==> config.mk <==
export PLATFORM = sky130hd
export DESIGN_NAME = scard_activation_seq_flat
export DESIGN_NICKNAME = d
export VERILOG_FILES = /design/src/rtl/scard_activation_seq_if.sv /design/src/rtl/scard_activation_seq.sv /design/src/flat_wrapper.sv
export SDC_FILE = /design/constraint.sdc
export NUM_CORES = 1
export LEC_CHECK = 0
export BUFFER_PORTS_ARGS = -buffer_cell sky130_fd_sc_hd__buf_2
export CAP_MARGIN = 20
export CORE_MARGIN = 2
export CORE_UTILIZATION = 30
export DETAILED_ROUTE_END_ITERATION = 12
export PLACE_DENSITY = 0.51
export RECOVER_POWER = 25
export REMOVE_ABC_BUFFERS = 1
export SKIP_CTS_REPAIR_TIMING = 1
export SYNTH_ARGS = -nofsm -noshare
export SYNTH_HDL_FRONTEND = slang
export SYNTH_SLANG_ARGS = --single-unit
==> constraint.sdc <==
create_clock -name clk -period 2.7 [get_ports clk]
set_input_delay 0.135 -clock clk [delete_from_list [all_inputs] [get_ports clk]]
set_output_delay 0.135 -clock clk [all_outputs]
set_load 0.02 [all_outputs]
==> src/rtl/scard_activation_seq_if.sv <==
// Host-side request/status bundle for the smartcard activation sequencer.
// The host drives activate/deactivate pulses and observes sequencer status.
interface scard_activation_seq_if;
    logic       activate_i;
    logic       deactivate_i;
    logic       ready_o;
    logic       atr_seen_o;
    logic       atr_timeout_o;
    logic [2:0] state_o;

    modport master (
        output activate_i,
        output deactivate_i,
        input  ready_o,
        input  atr_seen_o,
        input  atr_timeout_o,
        input  state_o
    );

    modport slave (
        input  activate_i,
        input  deactivate_i,
        output ready_o,
        output atr_seen_o,
        output atr_timeout_o,
        output state_o
    );
endinterface

==> src/rtl/scard_activation_seq.sv <==
// ISO7816-3 contact activation/deactivation sequencer.
// Debounces card presence, sequences VCC -> clock -> RST release -> ATR wait,
// and runs the reverse deactivation sequence on removal, request or ATR timeout.
module scard_activation_seq #(
    parameter int unsigned DEBOUNCE_CYCLES = 16,
    parameter int unsigned T_PWR_CCLK      = 200,
    parameter int unsigned T_RST_CCLK      = 400,
    parameter int unsigned T_ATR_CCLK      = 40000,
    parameter int unsigned T_DEACT_CLK     = 16,
    parameter int unsigned CNT_WIDTH       = 16
) (
    input  logic                         clk,
    input  logic                         reset_i,
    input  logic                         cclk_tick_i,
    input  logic                         card_inserted_i,
    input  logic                         scard_io_i,
    scard_activation_seq_if.slave        host,
    output logic                         card_power_en_o,
    output logic                         card_oe_o,
    output logic                         card_clk_en_o,
    output logic                         card_rst_o,
    output logic                         card_present_o
);

    localparam int unsigned DEB_W = $clog2(DEBOUNCE_CYCLES) + 1;

    localparam logic [DEB_W-1:0]     DEB_LAST   = DEB_W'(DEBOUNCE_CYCLES - 1);
    localparam logic [CNT_WIDTH-1:0] PWR_LAST   = CNT_WIDTH'(T_PWR_CCLK - 1);
    localparam logic [CNT_WIDTH-1:0] RST_LAST   = CNT_WIDTH'(T_RST_CCLK - 1);
    localparam logic [CNT_WIDTH-1:0] ATR_LAST   = CNT_WIDTH'(T_ATR_CCLK - 1);
    localparam logic [CNT_WIDTH-1:0] DEACT_LAST = CNT_WIDTH'(T_DEACT_CLK - 1);

    typedef enum logic [2:0] {
        S_OFF      = 3'd0,
        S_POWER_UP = 3'd1,
        S_CLK_ON   = 3'd2,
        S_WAIT_ATR = 3'd3,
        S_ACTIVE   = 3'd4,
        S_FAULT    = 3'd5,
        S_DEACT    = 3'd6
    } state_t;

    // Synchroniser stages
    logic ins_s1_q, ins_s2_q;
    logic io_s1_q, io_s2_q, io_s3_q;

    // Debounce
    logic [DEB_W-1:0] deb_cnt_q, deb_cnt_d;
    logic             present_q, present_d;
    logic             present_fall;

    // Sequencer
    state_t               state_q, state_d;
    logic [CNT_WIDTH-1:0] cnt_q, cnt_d;
    logic [1:0]           step_q, step_d;
    logic                 pwr_q, pwr_d;
    logic                 oe_q, oe_d;
    logic                 clken_q, clken_d;
    logic                 rst_q, rst_d;
    logic                 ready_q, ready_d;
    logic                 seen_q, seen_d;
    logic                 timeout_q, timeout_d;
    logic                 io_fall;

    assign io_fall = io_s3_q & ~io_s2_q;

    // Presence debounce: toggle only after DEBOUNCE_CYCLES consecutive differing samples
    always_comb begin
        deb_cnt_d = '0;
        present_d = present_q;
        if (ins_s2_q != present_q) begin
            if (deb_cnt_q == DEB_LAST) begin
                present_d = ~present_q;
            end else begin
                deb_cnt_d = deb_cnt_q + DEB_W'(1);
            end
        end
    end

    assign present_fall = present_q & ~present_d;

    // Next-state, timing counter and registered pin/status values
    always_comb begin
        state_d   = state_q;
        cnt_d     = cnt_q;
        step_d    = step_q;
        seen_d    = 1'b0;
        timeout_d = timeout_q;

        case (state_q)
            S_OFF: begin
                if (host.activate_i && present_q) begin
                    state_d   = S_POWER_UP;
                    timeout_d = 1'b0;
                end
            end
            S_POWER_UP: begin
                if (cclk_tick_i) begin
                    if (cnt_q == PWR_LAST) state_d = S_CLK_ON;
                    else                   cnt_d   = cnt_q + CNT_WIDTH'(1);
                end
            end
            S_CLK_ON: begin
                if (cclk_tick_i) begin
                    if (cnt_q == RST_LAST) state_d = S_WAIT_ATR;
                    else                   cnt_d   = cnt_q + CNT_WIDTH'(1);
                end
            end
            S_WAIT_ATR: begin
                // A start-bit edge beats a coincident final tick
                if (io_fall) begin
                    state_d = S_ACTIVE;
                    seen_d  = 1'b1;
                end else if (cclk_tick_i) begin
                    if (cnt_q == ATR_LAST) begin
                        state_d   = S_FAULT;
                        timeout_d = 1'b1;
                    end else begin
                        cnt_d = cnt_q + CNT_WIDTH'(1);
                    end
                end
            end
            S_ACTIVE: begin
                state_d = S_ACTIVE;
            end
            S_FAULT: begin
                state_d = S_DEACT;
            end
            S_DEACT: begin
                if (cnt_q == DEACT_LAST) begin
                    cnt_d  = '0;
                    step_d = step_q + 2'd1;
                    if (step_q == 2'd2) state_d = S_OFF;
                end else begin
                    cnt_d = cnt_q + CNT_WIDTH'(1);
                end
            end
            default: begin
                state_d = S_OFF;
            end
        endcase

        // Removal outranks a host request; both override the per-state decision above
        if ((present_fall && (state_q inside {S_POWER_UP, S_CLK_ON, S_WAIT_ATR, S_ACTIVE, S_FAULT})) ||
            (host.deactivate_i && (state_q inside {S_POWER_UP, S_CLK_ON, S_WAIT_ATR, S_ACTIVE}))) begin
            state_d   = S_DEACT;
            seen_d    = 1'b0;
            timeout_d = timeout_q;
        end

        if (state_d != state_q) begin
            cnt_d  = '0;
            step_d = '0;
        end

        pwr_d   = 1'b0;
        oe_d    = 1'b0;
        clken_d = 1'b0;
        rst_d   = 1'b0;
        ready_d = 1'b0;
        case (state_d)
            S_POWER_UP: begin
                pwr_d = 1'b1;
            end
            S_CLK_ON: begin
                pwr_d   = 1'b1;
                oe_d    = 1'b1;
                clken_d = 1'b1;
            end
            S_WAIT_ATR, S_ACTIVE: begin
                pwr_d   = 1'b1;
                oe_d    = 1'b1;
                clken_d = 1'b1;
                rst_d   = 1'b1;
                ready_d = (state_d == S_ACTIVE);
            end
            S_FAULT: begin
                pwr_d   = pwr_q;
                oe_d    = oe_q;
                clken_d = clken_q;
                rst_d   = rst_q;
            end
            S_DEACT: begin
                // Each step only ever drops a pin; pins already low stay low
                pwr_d   = pwr_q;
                oe_d    = oe_q & (step_d < 2'd2);
                clken_d = clken_q & (step_d == 2'd0);
            end
            default: begin
                pwr_d = 1'b0;
            end
        endcase
    end

    // Synchronisers and all sequencer state; io chain idles high
    always_ff @(posedge clk) begin
        if (reset_i) begin
            ins_s1_q  <= 1'b0;
            ins_s2_q  <= 1'b0;
            io_s1_q   <= 1'b1;
            io_s2_q   <= 1'b1;
            io_s3_q   <= 1'b1;
            deb_cnt_q <= '0;
            present_q <= 1'b0;
            state_q   <= S_OFF;
            cnt_q     <= '0;
            step_q    <= '0;
            pwr_q     <= 1'b0;
            oe_q      <= 1'b0;
            clken_q   <= 1'b0;
            rst_q     <= 1'b0;
            ready_q   <= 1'b0;
            seen_q    <= 1'b0;
            timeout_q <= 1'b0;
        end else begin
            ins_s1_q  <= card_inserted_i;
            ins_s2_q  <= ins_s1_q;
            io_s1_q   <= scard_io_i;
            io_s2_q   <= io_s1_q;
            io_s3_q   <= io_s2_q;
            deb_cnt_q <= deb_cnt_d;
            present_q <= present_d;
            state_q   <= state_d;
            cnt_q     <= cnt_d;
            step_q    <= step_d;
            pwr_q     <= pwr_d;
            oe_q      <= oe_d;
            clken_q   <= clken_d;
            rst_q     <= rst_d;
            ready_q   <= ready_d;
            seen_q    <= seen_d;
            timeout_q <= timeout_d;
        end
    end

    assign card_power_en_o    = pwr_q;
    assign card_oe_o          = oe_q;
    assign card_clk_en_o      = clken_q;
    assign card_rst_o         = rst_q;
    assign card_present_o     = present_q;
    assign host.ready_o       = ready_q;
    assign host.atr_seen_o    = seen_q;
    assign host.atr_timeout_o = timeout_q;
    assign host.state_o       = state_q;

endmodule

==> src/flat_wrapper.sv <==
// flat-port wrapper written by rule: the top's interface ports become plain ports
module scard_activation_seq_flat 
#(
    parameter int unsigned DEBOUNCE_CYCLES = 16,
    parameter int unsigned T_PWR_CCLK      = 200,
    parameter int unsigned T_RST_CCLK      = 400,
    parameter int unsigned T_ATR_CCLK      = 40000,
    parameter int unsigned T_DEACT_CLK     = 16,
    parameter int unsigned CNT_WIDTH       = 16
)
  (clk, reset_i, cclk_tick_i, card_inserted_i, scard_io_i, card_power_en_o, card_oe_o, card_clk_en_o, card_rst_o, card_present_o, host_activate_i, host_deactivate_i, host_ready_o, host_atr_seen_o, host_atr_timeout_o, host_state_o);
  scard_activation_seq_if host_i ();
  input  logic clk;
  input  logic reset_i;
  input  logic cclk_tick_i;
  input  logic card_inserted_i;
  input  logic scard_io_i;
  output logic card_power_en_o;
  output logic card_oe_o;
  output logic card_clk_en_o;
  output logic card_rst_o;
  output logic card_present_o;
  input wire logic [$bits(host_i.activate_i)-1:0] host_activate_i;
  input wire logic [$bits(host_i.deactivate_i)-1:0] host_deactivate_i;
  output wire logic [$bits(host_i.ready_o)-1:0] host_ready_o;
  output wire logic [$bits(host_i.atr_seen_o)-1:0] host_atr_seen_o;
  output wire logic [$bits(host_i.atr_timeout_o)-1:0] host_atr_timeout_o;
  output wire logic [$bits(host_i.state_o)-1:0] host_state_o;
  assign host_i.activate_i = host_activate_i;
  assign host_i.deactivate_i = host_deactivate_i;
  assign host_ready_o = host_i.ready_o;
  assign host_atr_seen_o = host_i.atr_seen_o;
  assign host_atr_timeout_o = host_i.atr_timeout_o;
  assign host_state_o = host_i.state_o;
  scard_activation_seq #(.DEBOUNCE_CYCLES(DEBOUNCE_CYCLES), .T_PWR_CCLK(T_PWR_CCLK), .T_RST_CCLK(T_RST_CCLK), .T_ATR_CCLK(T_ATR_CCLK), .T_DEACT_CLK(T_DEACT_CLK), .CNT_WIDTH(CNT_WIDTH)) u_core (.clk(clk), .reset_i(reset_i), .cclk_tick_i(cclk_tick_i), .card_inserted_i(card_inserted_i), .scard_io_i(scard_io_i), .host(host_i), .card_power_en_o(card_power_en_o), .card_oe_o(card_oe_o), .card_clk_en_o(card_clk_en_o), .card_rst_o(card_rst_o), .card_present_o(card_present_o));
endmodule
---- Word-level counts from Yosys, hierarchy flattened ----
Cells that the tools add are included.
storage, ports and cells
  register bits after elaboration ......... 39
  input bits .............................. 7
  output and inout port bits .............. 11
  word-level logic and storage cells ...... 117
cells by class
  add/sub/neg operators ................... 3
  order comparisons ....................... 1
  equality and inequality tests ........... 29
  multiplexer cells ....................... 36
  bitwise logic cells ..................... 11
  reduce and logical (&&, ||, !) cells .... 20
operators with widths
  operator                                               number
  two-way mux 16 bit                                     8
  case mux 16 bit (4 select lines)                       1
  two-way mux 3 bit                                      11
  case mux 3 bit (7 select lines)                        1
  equality test 3 bit (second input constant)            6
  adder 16 x 1 -> 16 bit (second input constant)         1
  equality test 16 bit (second input constant)           1
  equality test 16 x 4 -> 1 bit (second input constant)  1
  equality test 16 x 8 -> 1 bit (second input constant)  1
  equality test 16 x 9 -> 1 bit (second input constant)  1
  inequality test 2 bit (second input constant)          7
  equality test 3 x 2 -> 1 bit (second input constant)   4
  OR reduction 3 bit                                     3
  AND reduction 8 bit                                    1
  nonzero test 4 bit                                     2
  OR reduction 2 bit                                     4
  two-way mux 1 bit                                      7
  NOT 1 bit                                              7
  equality test 3 x 1 -> 1 bit (second input constant)   2
  two-way mux 2 bit                                      3
  case mux 1 bit (2 select lines)                        3
  case mux 1 bit (3 select lines)                        2
  AND reduction 6 bit                                    1
  adder 5 x 1 -> 5 bit (second input constant)           1
  other kinds (15)                                       21

---- Logic depth before layout (Yosys ltp) ----
Gate-level depths: netlist of run 1.
  depth after elaboration ................. 13
  depth in mapped cells ................... 12
  gate-level depth less buffers ........... 10

---- Worst setup path after synthesis of run 1 ----
OpenSTA, ideal clock, no wires.
  path type ............................... reg2reg
  start ................................... reg u_core.cnt_q[0]
  end ..................................... reg u_core.step_q[0]
  library setup time ...................... 0.064 ns
  arrival ................................. 2.868 ns
  required time ........................... 2.636 ns
  path slack .............................. -0.232 ns
  stages on the path, launching flop included .. 11
  path buffers ............................ 2
  clock period less this slack ............ 2.932 ns
  cell sequence ........................... dfxtp_1 > ha_1 > or4b_1 > or4_1 > o21ai_0 > nor3_1 > xnor2_1 > or4_1 > buf_6 > buf_8 > nor2_1
between the ends
  cells in the longest elaborated chain, start to end .. 8
  elaborated cells between the ends (all ways) .. 18
  those cells by class .................... eq/ne (5); mux (13)
RTL lines
  what                             line                         RTL
  from (decl)                      scard_activation_seq.sv:54   logic [CNT_WIDTH-1:0] cnt_q, cnt_d;
  from (signal assigned)           scard_activation_seq.sv:224  cnt_q <= cnt_d;
  equality test 16 bit             scard_activation_seq.sv:115  if (cnt_q == ATR_LAST) begin
  two-way mux 3 bit                scard_activation_seq.sv:115
  two-way mux 3 bit                scard_activation_seq.sv:114  end else if (cclk_tick_i) begin
  two-way mux 3 bit                scard_activation_seq.sv:111  if (io_fall) begin
  case mux 3 bit (7 select lines)  scard_activation_seq.sv:90   case (state_q)
  two-way mux 3 bit                scard_activation_seq.sv:144  if ((present_fall && (state_q inside {S_POWER_UP, S_CLK_ON, S_WAIT_ATR, S_ACTIVE, S_FAULT})) ||
  inequality test 3 bit            scard_activation_seq.sv:151  if (state_d != state_q) begin
  two-way mux 2 bit (*)            scard_activation_seq.sv:151
  to (signal assigned)             scard_activation_seq.sv:225  step_q <= step_d;
  to (decl)                        scard_activation_seq.sv:55   logic [1:0] step_q, step_d;
Every way passes the cells marked *; elsewhere a longest branch is shown, timed or not.
A chain may end at the register's enable or synchronous reset.

---- Worst setup path after layout of run 1 ----
  start ................................... reg u_core.deb_cnt_q[0]
  end ..................................... reg u_core.cnt_q[3]
between the ends
  cells in the longest elaborated chain, start to end .. 10
RTL lines
  what                                 line                         RTL
  from (decl)                          scard_activation_seq.sv:48   logic [DEB_W-1:0] deb_cnt_q, deb_cnt_d;
  from (signal assigned)               scard_activation_seq.sv:221  deb_cnt_q <= deb_cnt_d;
  equality test 5 x 4 -> 1 bit         scard_activation_seq.sv:72   if (deb_cnt_q == DEB_LAST) begin
  two-way mux 1 bit                    scard_activation_seq.sv:72
  two-way mux 1 bit                    scard_activation_seq.sv:71   if (ins_s2_q != present_q) begin
  NOT 1 bit                            scard_activation_seq.sv:80   assign present_fall = present_q & ~present_d;
  AND 1 bit                            scard_activation_seq.sv:80
  logical AND 1 bit                    scard_activation_seq.sv:144
  logical OR 1 bit                     scard_activation_seq.sv:144
  two-way mux 3 bit                    scard_activation_seq.sv:144
  inequality test 3 bit                scard_activation_seq.sv:151
  OR reduction 2 bit (no source line)  n/a
Every way passes these cells.

==> flow_summary.yaml, run 1 <==
grt:
  grt_util_all_layers: 0.136
  grt_pass1_wl_um: 7920
  first_global_vias: 1683
  grt_max_degree: 19
  overflow: 0
  antenna_found_initial: 0
logic_synthesis:
  synthTopCellsByCount: "dfxtp_1, nor2_1, xor2_1, nand4_1, nand2_1"
  ys_top_cells_by_area: "dfxtp_1, nor2_1, xor2_1"
  yosys_warnings: 0
  ys_types: 50
  yosysTopAreaCell: "dfxtp_1"
  syn-cell-area_mm2: 0.00199
  synth-seq-area-share: 0.392
  ys_ff_latch: 39
  synth_top_area_share: 0.392
  synth_area_per_cell_um2: 8.77
  synth-edff-count: 0
  synthCells: 227
  postSynth.asyncResetShare: 0
  synth_most_common_cell: "dfxtp_1"
  synth-main-ff-cell: "dfxtp_1"
sta:
  finClkSkew_ps: 5.43
  rsz0062_at_grt: "yes"
  fin_ws_ps: -68.5
  period_minus_slack_ps: 2770
  worst_hold_slack_ps: 28.7
  finalSetupViolations: 12
  finalCritPeriodShare: 1.03
  final_hold_viol_count: 0
  finalSetupTns_ps: -320
  tightestPinTransition_ps: 631
  fmax_mhz: 361
  drv_slew: 0
  slew_headroom: 0.579
finish:
  drive_above_1_share: 0.300
  area_delta_synth_final_pct: 32.6
  design_area_mm2: 0.00264
  layout.nets: 284
  antennaDiodeCount: 0
  fillCellCount: 651
power_and_ir_drop:
  vdd_drop_max_v: 0.000282
  power.leakage_nw: 1.04
  powerDensity_mw_per_mm2: 515
placed_design:
  gp_congestion: 0.807
  io_buffer_count: 17
  place_area_mm2: 0.00232
  place_hpwl_um: 3390
  pre_cts_slack_ps: -117
clock_tree:
  cts_sinks: 39
  ctsHtreeMaxLevel: 2
  cts_tree: "built"
  cts_made_buffers: 5
  clockRootBuffer: "clkbuf_8"
  cts_buffer_depth: 2
  clkLatencyLatePin_ps: 290
  cts.reportedPaths.clkPinSlew_ps: 70
critical_path:
  crit_fanout: 5
  cp_slowest_cell: "or4_4"
  critPathKind: "reg -> reg"
  critPathCaptureType: "register"
  cp_cell_sequence: "ha_4 > and3_4 > ha_4 > and3b_2 > a211o_1 > o21ai_2 > o41a_1 > xnor2_2 > or4_4 > buf_12 > nor3_1"
  critPathLaunchType: "register"
  critPathMaxStageDelay_ps: 600
  critPathRequiredTime_ps: 2920
  cp.arrival_ps: 2990
  path_common_cell: "ha_4"
drt:
  firstDrtPassIters: 4
  drt_iter0_markers: 44
  detail-route-antenna-nets: 0
  via_per_inst: 5.06
  route.vias.total: 1772
  drt-total-wl_um: 4930
  drcViolationCount: 0
  routedWlPerCell_um: 14.1
run_status:
  status: "complete, but fails checks"
  violations: "negative setup slack"
hold_path:
  hold_class: "in -> reg"
flow_run:
  cap_violations: 0
die:
  fp.coreArea_mm2: 0.00639
  rows: 29
  start_util: 0.312
  dieArea_mm2: 0.00730
  ioPinCount: 18
  die_x_um: 85.5
  die_y_um: 85.5
-- flip-flops by register name, summed over array words and instances (netlist names), 2 cells and up --
signal and count:
u_core.step_q 2, u_core.host.state_o 3, u_core.cnt_q 16, u_core.deb_cnt_q 5
-- stage by stage --
stage	power, mW	utilization	instances
global route	1.42	0.413	350
detailed placement	0.816	0.364	340
CTS	1.27	0.380	347
finish	1.36	0.413	350
global placement	0.816	0.364	340
floorplan	0.728	-	220
-- cell type report --
cell class / count / area [µm²] / area share
clock buffers: 6 / 72.6 / 0.0275
clock inverters: 1 / 30.0 / 0.0114
inverters: 4 / 15.0 / 0.00569
multi-input cells: 177 / 1290 / 0.490
flip-flops and latches: 39 / 785 / 0.297
well taps: 77 / 96.3 / 0.0365
repair buffers: 46 / 347 / 0.131
-- where the power goes --
group	switching, mW	total [mW]	internal [mW]	leakage, nW
registers	0.0173	0.610	0.593	0.317
logic	0.146	0.286	0.140	0.670
clock network	0.193	0.463	0.271	0.0513
total	0.356	1.36	1.00	1.04
-- cells by family after synthesis --
kind of cell | count (synthesis) | share of synthesized area
mux | 2 | 0.0101
xor+xnor | 22 | 0.0968
flops | 39 | 0.392
fa+ha+maj | 4 | 0.0251
buf+inv | 11 | 0.0302
compound gates | 27 | 0.104
simple gates | 122 | 0.342
-- worst max-delay path: cells and delay by family (launching register included) --
kind	cells	cell delay, ps
and+or+nand+nor	4	1160
AOI/OAI and AO/OA	3	610
DFF	1	340
adders and majority gates	2	310
buffers and inverters	1	170
xor gates and xnor gates	1	100
-- final timing paths --
check	from	to	slack, ps	cells after the start
worst min register to register	u_core.io_s1_q$_SDFF_PP1_	u_core.io_s2_q$_SDFF_PP1_	420	1
worst max register to register	u_core.deb_cnt_q[0]$_SDFF_PP0_	u_core.cnt_q[3]$_SDFFE_PP0P_	-70	11
worst min-delay path	scard_io_i	u_core.io_s1_q$_SDFF_PP1_	30	2
worst max-delay path	u_core.deb_cnt_q[0]$_SDFF_PP0_	u_core.cnt_q[3]$_SDFFE_PP0P_	-70	11
-- metal layers --
| metal | wire [µm] | GRT usage |
|---|---|---|
| met1 | 2420 | 0.184 |
| met2 | 2310 | 0.209 |
| met3 | 166 | 0.0457 |
| met4 | 39 | 0.0303 |
| met5 | 0 | 0 |
-- cell usage in the layout, fill, tap and decap left out, types with 3 or more instances in the layout --
master    count
or2_2         4
buf_2        14
a211oi_1      3
nor3_2        3
and2_1        6
xnor2_1       6
nor2_4        5
and3_1        7
dfxtp_1      36
buf_4        26
nor3_1        5
clkbuf_1      4
nand3_1       8
dfxtp_2       3
nor2_1       27
nor2_2        4
nor2b_1       5
nand2_1      10
nor3b_1       5
inv_1         4
xor2_1       15
clkbuf_8      5
nand4_1      12
(Power assumes the default switching activity.)
==> run 2: changes to the inputs <==
--- a/config.mk
+++ b/config.mk
@@ -10,7 +10,7 @@
 export CORE_MARGIN = 2
 export CORE_UTILIZATION = 30
 export DETAILED_ROUTE_END_ITERATION = 12
-export PLACE_DENSITY = 0.51
+export PLACE_DENSITY_LB_ADDON = 0.2
 export RECOVER_POWER = 25
 export REMOVE_ABC_BUFFERS = 1
 export SKIP_CTS_REPAIR_TIMING = 1
==> flow_summary.yaml, run 2 (synthesized netlist as in run 1, its figures left out) <==
run_status:
  status: "complete, but fails checks"
  violations: "negative setup slack"
sta:
  final_hold_viol_count: 0
  finalSetupViolations: 12
  tightestPinTransition_ps: 693
  drv_slew: 0
  finClkSkew_ps: 5.92
  fin_ws_ps: -27.6
  period_minus_slack_ps: 2730
  slew_headroom: 0.538
  rsz0062_at_grt: "yes"
  worst_hold_slack_ps: 25.7
  fmax_mhz: 367
  finalCritPeriodShare: 1.01
drt:
  route.vias.total: 1791
  routedWlPerCell_um: 14.0
  drt-total-wl_um: 4890
  via_per_inst: 5.12
  drcViolationCount: 0
  firstDrtPassIters: 4
  drt_iter0_markers: 54
  detail-route-antenna-nets: 0
grt:
  antenna_found_initial: 0
  grt_max_degree: 19
  first_global_vias: 1632
  grt_pass1_wl_um: 7890
  grt_util_all_layers: 0.135
  overflow: 0
critical_path:
  critPathRequiredTime_ps: 2910
  reg2reg_to: "u_core.cnt_q[0]$_SDFFE_PP0P_"
  crit_fanout: 5
  reg2reg_depth: 11
  endpoint: "u_core.cnt_q[0]$_SDFFE_PP0P_"
  reg2reg_slack_ps: -30
  critPathKind: "reg -> reg"
  reg2reg_from: "u_core.deb_cnt_q[0]$_SDFF_PP0_"
  crit_start: "u_core.deb_cnt_q[0]$_SDFF_PP0_"
  critPathLaunchType: "register"
  cp.arrival_ps: 2940
  critPathCaptureType: "register"
die:
  rows: 29
  start_util: 0.312
  fp.coreArea_mm2: 0.00639
  die_y_um: 85.5
  ioPinCount: 18
  die_x_um: 85.5
  dieArea_mm2: 0.00730
clock_tree:
  cts.reportedPaths.clkPinSlew_ps: 80
  cts_sinks: 39
  cts_made_buffers: 5
  cts_tree: "built"
  ctsHtreeMaxLevel: 2
  cts_buffer_depth: 2
  clockRootBuffer: "clkbuf_8"
  clkLatencyLatePin_ps: 290
finish:
  final_cell_mix: "dfxtp_1, nor2_1, buf_4, xor2_1, buf_2"
  top_register: "u_core.cnt_q"
  largest_reg_flops: 16
  area_delta_synth_final_pct: 35.1
  final_common_cell: "dfxtp_1"
  antennaDiodeCount: 0
  layout.nets: 283
  drive_above_1_share: 0.304
  fillCellCount: 644
placed_design:
  gp_congestion: 0.741
  place_hpwl_um: 3330
  pre_cts_slack_ps: -156
  io_buffer_count: 17
power_and_ir_drop:
  powerDensity_mw_per_mm2: 551
  vdd_drop_max_v: 0.000292
  power.leakage_nw: 1.04
hold_path:
  hold_class: "in -> reg"
flow_run:
  cap_violations: 0
run 2: changes by cell type in the layout (fill, tap and decap cells not counted), moves of 2 or more:
| cell | change |
|---|---|
| dfxtp_1 | -3 |
| dfxtp_2 | +3 |
| nor2_2 | -3 |
| nor2_4 | +2 |
| nor3_4 | +2 |
run 2: layout make-up:
cell class	instances	area, µm²	area share
well taps	77	96.3	0.0358
multi-input cells	177	1320	0.491
clock inverters	2	60.1	0.0223
flip-flops and latches	39	788	0.293
inverters	4	15.0	0.00558
repair buffers	45	338	0.126
clock buffers	6	72.6	0.0270
run 2: how the worst min path moves through the flow:
stage | from | slack, ps | cells past startpoint | endpoint
global placement | scard_io_i | 330 | 2 | u_core.io_s1_q$_SDFF_PP1_
floorplan | reset_i | 210 | 1 | u_core.ins_s1_q$_SDFF_PP0_
global route | scard_io_i | 30 | 2 | u_core.io_s1_q$_SDFF_PP1_
finish | scard_io_i | 30 | 2 | u_core.io_s1_q$_SDFF_PP1_
detailed placement | scard_io_i | 320 | 2 | u_core.io_s1_q$_SDFF_PP1_
CTS | scard_io_i | 20 | 2 | u_core.io_s1_q$_SDFF_PP1_
run 2: metal layers:
metal | vias to the layer above | wire [µm] | global-route usage
met3 | 2 | 255 | 0.0321
met4 | 0 | 15 | 0.0390
li1 | 914 | - | -
met5 | - | 0 | 0
met1 | 834 | 2340 | 0.194
met2 | 41 | 2280 | 0.200
run 2: critical path, stage by stage, from the launching register on:
cell and delay [ps]:
dfxtp_2 340, ha_4 160, and3_4 180, ha_4 160, and3b_2 240, a211o_1 290, o21ai_2 70, o41a_1 240
xnor2_2 100, or4_4 590, buf_12 180, nor3_2 100
run 2: per-stage QoR:
step | utilization | power [mW] | std cells | setup TNS, ps | area (µm²)
floorplan | - | 0.728 | 220 | -4840 | 1950
global placement | 0.364 | 0.816 | 340 | -131 | 2320
detailed placement | 0.364 | 0.815 | 340 | -827 | 2320
CTS | 0.384 | 1.40 | 348 | -1010 | 2450
global route | 0.421 | 1.55 | 350 | -1640 | 2690
finish | 0.421 | 1.48 | 350 | -165 | 2690
run 2: power by group:
part	switching, mW	total, mW	internal, mW	leakage (nW)
Combinational	0.150	0.293	0.143	0.660
Sequential	0.0163	0.609	0.593	0.319
Clock	0.210	0.579	0.370	0.0654
